**config.mk**
```make
export PLATFORM = sky130hd
export DESIGN_NAME = mem_copy_engine
export DESIGN_NICKNAME = d
export VERILOG_FILES = /design/src/rtl/mem_dma_pkg.sv /design/src/rtl/mem_copy_engine.sv
export SDC_FILE = /design/constraint.sdc
export NUM_CORES = 1
export LEC_CHECK = 0
export CORE_MARGIN = 4
export CORE_UTILIZATION = 33
export DETAILED_ROUTE_END_ITERATION = 6
export PLACE_DENSITY_LB_ADDON = 0.2
export REMOVE_ABC_BUFFERS = 1
export SETUP_SLACK_MARGIN = 0.1
export SLEW_MARGIN = 15
export SYNTH_ARGS = -nofsm -noshare
export SYNTH_HDL_FRONTEND = slang
export SYNTH_SLANG_ARGS = --single-unit
```
**constraint.sdc**
```tcl
create_clock -name ps_clk -period 1.6 [get_ports ps_clk]
set_input_delay 0.48 -clock ps_clk [delete_from_list [all_inputs] [get_ports ps_clk]]
set_output_delay 0.48 -clock ps_clk [all_outputs]
set_load 0.02 [all_outputs]
```
**src/rtl/mem_dma_pkg.sv**
```systemverilog
// mem_dma_pkg: shared state encoding and copy-direction constants for the memory copy engine.
package mem_dma_pkg;
   typedef enum logic [1:0] {IDLE, READ, DRAIN, DONE} state_e;
   localparam logic DIR_B2U = 1'b0;
   localparam logic DIR_U2B = 1'b1;
endpackage

```
**src/rtl/mem_copy_engine.sv**
```systemverilog
// mem_copy_engine: copies len words between BRAM and URAM, overlapping one read and one write per cycle.
module mem_copy_engine
   import mem_dma_pkg::*;
#(
   parameter int AW = 8,
   parameter int DW = 32
) (
   input  logic          ps_clk,
   input  logic          rst_ni,
   input  logic          cmd_valid_i,
   output logic          cmd_ready_o,
   input  logic          cmd_dir_i,
   input  logic [AW-1:0] cmd_src_i,
   input  logic [AW-1:0] cmd_dst_i,
   input  logic [AW-1:0] cmd_len_i,
   input  logic          abort_i,
   output logic          bmem_en_o,
   output logic          bmem_we_o,
   output logic [AW-1:0] bmem_addr_o,
   output logic [DW-1:0] bmem_wdt_o,
   input  logic [DW-1:0] bmem_rdt_i,
   output logic          umem_en_o,
   output logic          umem_we_o,
   output logic [AW-1:0] umem_addr_o,
   output logic [DW-1:0] umem_wdt_o,
   input  logic [DW-1:0] umem_rdt_i,
   output logic          busy_o,
   output logic          done_o,
   output logic          err_o,
   output logic          aborted_o,
   output logic [AW-1:0] wcnt_o
);
   localparam logic [AW-1:0] ONE = AW'(1);
   state_e        state_q, state_d;
   logic          dir_q, wv_q, err_q, abt_q;
   logic [AW-1:0] src_q, dst_q, wa_q, rem_q, wcnt_q;
   logic          hs, rd, b_src;
   assign hs    = cmd_valid_i && state_q == IDLE;
   assign rd    = state_q == READ;
   assign b_src = dir_q == DIR_B2U;
   always_comb begin
      state_d = (state_q == IDLE)  ? ((hs && cmd_len_i != '0) ? READ : IDLE) :
                (state_q == READ)  ? ((rem_q == ONE || abort_i) ? DRAIN : READ) :
                (state_q == DRAIN) ? DONE : IDLE;
   end
   // wa_q/wv_q hold the destination slot of the read issued last cycle; its data arrives now
   always_ff @(posedge ps_clk or negedge rst_ni) begin
      if (!rst_ni) begin
         state_q <= IDLE;
         dir_q   <= DIR_B2U;
         wv_q    <= 1'b0;
         err_q   <= 1'b0;
         abt_q   <= 1'b0;
         src_q   <= '0;
         dst_q   <= '0;
         wa_q    <= '0;
         rem_q   <= '0;
         wcnt_q  <= '0;
      end else begin
         state_q <= state_d;
         wv_q    <= rd;
         err_q   <= hs && cmd_len_i == '0;
         if (hs) begin
            dir_q  <= cmd_dir_i;
            src_q  <= cmd_src_i;
            dst_q  <= cmd_dst_i;
            rem_q  <= cmd_len_i;
            abt_q  <= 1'b0;
            wcnt_q <= '0;
         end else begin
            if (rd) begin
               src_q <= src_q + ONE;
               dst_q <= dst_q + ONE;
               wa_q  <= dst_q;
               rem_q <= rem_q - ONE;
               if (abort_i) abt_q <= 1'b1;
            end
            if (wv_q) wcnt_q <= wcnt_q + ONE;
         end
      end
   end
   assign bmem_en_o   = b_src ? rd : wv_q;
   assign bmem_we_o   = !b_src && wv_q;
   assign bmem_addr_o = (b_src && rd) ? src_q : (!b_src && wv_q) ? wa_q : '0;
   assign bmem_wdt_o  = (!b_src && wv_q) ? umem_rdt_i : '0;
   assign umem_en_o   = b_src ? wv_q : rd;
   assign umem_we_o   = b_src && wv_q;
   assign umem_addr_o = (!b_src && rd) ? src_q : (b_src && wv_q) ? wa_q : '0;
   assign umem_wdt_o  = (b_src && wv_q) ? bmem_rdt_i : '0;
   assign cmd_ready_o = state_q == IDLE;
   assign busy_o      = state_q != IDLE;
   assign done_o      = state_q == DONE;
   assign err_o       = err_q;
   assign aborted_o   = abt_q && state_q == DONE;
   assign wcnt_o      = wcnt_q;
endmodule

```
==> results <==
==> path summary, 6_finish.rpt <==
check	slack [ps]	start	end	cells past startpoint
max	-420	dir_q	bmem_addr_o[7]	5
min	120	rst_ni	err_o	2
max reg2reg	-150	state_q[0]	dst_q[2]	7
min reg2reg	540	abt_q	abt_q	1
max in group asynchronous	1220	rst_ni	dir_q	2
min in group ps_clk	440	cmd_len_i[1]	rem_q[1]	3
==> logic make-up (layout without fill, tap and decap cells) <==
group / count (synthesis) / count (layout) / synth area share, %
multiplexers: 1 / 1 / 0.3399
adder cells (fa/ha/maj): 5 / 5 / 2.124
XOR/XNOR: 5 / 5 / 1.487
buffers and inverters: 33 / 299 / 5.182
AO/OA/AOI/OAI: 74 / 74 / 18.90
AND/OR/NAND/NOR: 175 / 176 / 32.88
flip-flops: 46 / 46 / 39.08
==> layout make-up <==
| class | count | area, um^2 | share of cell area (%) |
|---|---|---|---|
| repair buffers | 286 | 2854 | 45.68 |
| flip-flops and latches | 46 | 1152 | 18.45 |
| well taps | 108 | 135.1 | 2.163 |
| multi-input cells | 261 | 1997 | 31.96 |
| inverters | 5 | 18.77 | 0.3004 |
| clock inverters | 3 | 21.27 | 0.3405 |
| clock buffers | 5 | 68.82 | 1.102 |
==> report_power, final <==
part	total (uW)	switching, uW	internal [uW]
sequential	2130	469	1660
clock	750	442	308
combinational	8570	4010	4550
==> flip-flops by register name, summed over array words and instances (netlist names), named ones only <==
register and flops:
dst_q 8, rem_q 8, src_q 8, wa_q 8, wcnt_o 8, abt_q 1, dir_q 1, err_o 1
state_q 1, wv_q 1
==> per-stage QoR <==
stage,cells,hold slack [ps],power [uW],setup slack [ps]
floorplan,311,184.4,5068,-1360
global placement,660,478.9,8093,-570.6
detailed placement,660,482.7,8223,-581.6
CTS,694,142.3,10320,-407.5
global route,714,135.1,12050,-451.5
finish,714,121.7,11450,-417.8
==> repair_timing <==
item / 4_1_cts / 5_1_grt
buffers inserted: 22 / 21
endpoints found under the setup margin: 132 / 133
pin swaps: 44 / 56
gates resized for setup: 570 / 87
gates cloned: 5 / 4
hold buffers: 0 / 0
==> routing by layer <==
layer	vias to the layer above	global-route usage, %
met5	-	0
met4	0	9.788
met3	33	4.915
met2	169	40.47
met1	1843	25.31
li1	1776	-
==> cell usage in the layout, fill, tap and decap left out, types with 9 or more instances in the layout <==
master / Yosys / routed
buf_6: 2 / 86
clkdlybuf4s50_1: 0 / 84
buf_4: 1 / 63
dfrtp_1: 46 / 45
and2_4: 0 / 35
nand2_1: 42 / 35
and3_1: 34 / 33
buf_2: 7 / 24
a22o_1: 18 / 18
nand3_1: 10 / 9
==> flow_summary_export.csv <==
group,metric,value,unit
run_status,status,"complete, but fails checks",
run_status,failed_checks,"negative setup slack",
detailed_routing,routed_wl,13900,um
timing,skew,12.80,ps
final_layout,fin_area,0.006247,mm^2
timing,setup_viol,107,
worst_setup_path,crit_type,"register to output port",
floorplan,rows,34,
place,portBuffers,189,
final_layout,final_nets,703,
final_layout,postLayoutCoreUtil,71.64,%
timing,rsz0062_at_grt,"true",
run,maxCapViolations,0,
timing,drv_slew,0,
worst_setup_path,max_stage_delay,450,ps
worst_setup_path,cp_top_family,"flip-flops",
timing,fmax,495.6,MHz
logic_synthesis,syn_avg_cell_area,8.688,um^2
detailed_routing,drtAntennaViolNets,0,
logic_synthesis,yosysWarnings,0,
power_and_ir_drop,power.density,1833,mW/mm^2
logic_synthesis,synth-edff-count,0,
global_routing,grt_pass1_wl,18530,um
logic_synthesis,netlist_instances,339,
logic_synthesis,synth_top_area_share,39.08,%
timing,timing.setup.tns,-27580,ps
detailed_routing,drtIter0Drc,201,
logic_synthesis,ys_top_cells_by_count,"dfrtp_1 (46), nand2_1 (42), and2_1 (35)",
final_layout,n_antenna_cell,0,
clock_network,clkTransAtPathRegs,90,ps
min_path,worstHoldPathType,"input port to asynchronous set/reset pin",
timing,maxSlewHeadroom,66.21,%
logic_synthesis,ys_ff_latch,46,
global_routing,grt_pass1_vias,3553,
power_and_ir_drop,power_leakage,0.003016,uW
logic_synthesis,synthTopCellsByArea,"dfrtp_1 (39%), and2_1 (7.4%), and3_1 (7.2%)",
clock_network,htree_levels,2,
detailed_routing,routed_via_density,5.352,
global_routing,grt_remaining_overflow,0,
logic_synthesis,ys_seq_area_share,39.08,%
logic_synthesis,synthArstFlopShare,100.0,%
place,place_congestion,0.8681,
logic_synthesis,yosys.area.top_type,"dfrtp_1",
global_routing,antenna_found_initial,0,
worst_setup_path,required,1120,ps
global_routing,track_usage,22.47,%
detailed_routing,top_layer,"met4",
worst_setup_path,slowest_stage,"dfrtp_2",
place,placed_area,0.005256,mm^2
final_layout,drive_above_1_share,47.36,%
worst_setup_path,crit_buf_inv,3,
logic_synthesis,yosysMostFrequentCell,"dfrtp_1",
floorplan,ioPinCount,190,
worst_setup_path,cp.arrival,1540,ps
clock_network,cts.path.max_buffers,2,
logic_synthesis,ys.flop_type,"dfrtp_1",
final_layout,fillerInstances,620,
detailed_routing,met1_length,5047,um
floorplan,dieArea,0.01050,mm^2
final_layout,area_delta_synth_final,112.1,%
detailed_routing,wl_met3,1224,um
place,hpwl,9020,um
worst_setup_path,setup.worst_path.end_class,"output port",
worst_setup_path,crit_fanout,6,
clock_network,clock_sinks,46,
worst_setup_path,startpoint_type,"register",
clock_network,cts_root_buffer,"clkbuf_8",
timing,max_slew.worst_pin.slew,502.6,ps
clock_network,numCtsBuffers,5,
worst_setup_path,worstPathCellList,"buf_6 -> and2_4 -> buf_6 -> a22o_1 -> buf_6",
clock_network,worstSkewPairLatency,310,ps
global_routing,grt_max_degree,47,
detailed_routing,drc,0,
timing,timing.final.ws_setup,-417.8,ps
detailed_routing,avgRoutedWirePerCell,19.47,um
floorplan,start_util,33.77,%
detailed_routing,wl_met2,7231,um
floorplan,fp.dieH,102.5,um
worst_setup_path,cp_common_cell,"buf_6",
timing,finalCriticalPeriod,2018,ps
timing,period_share,126.1,%
clock_network,tritoncts,"done",
logic_synthesis,netlist_area,0.002945,mm^2
logic_synthesis,ys_types,49,
floorplan,die_x,102.5,um
detailed_routing,vias,3821,
detailed_routing,firstDrtPassIters,4,
floorplan,coreArea,0.008721,mm^2
power_and_ir_drop,ir_drop,737.9,uV
timing,hold_viol,0,
No activity file was read; power rests on OpenSTA's default activity.
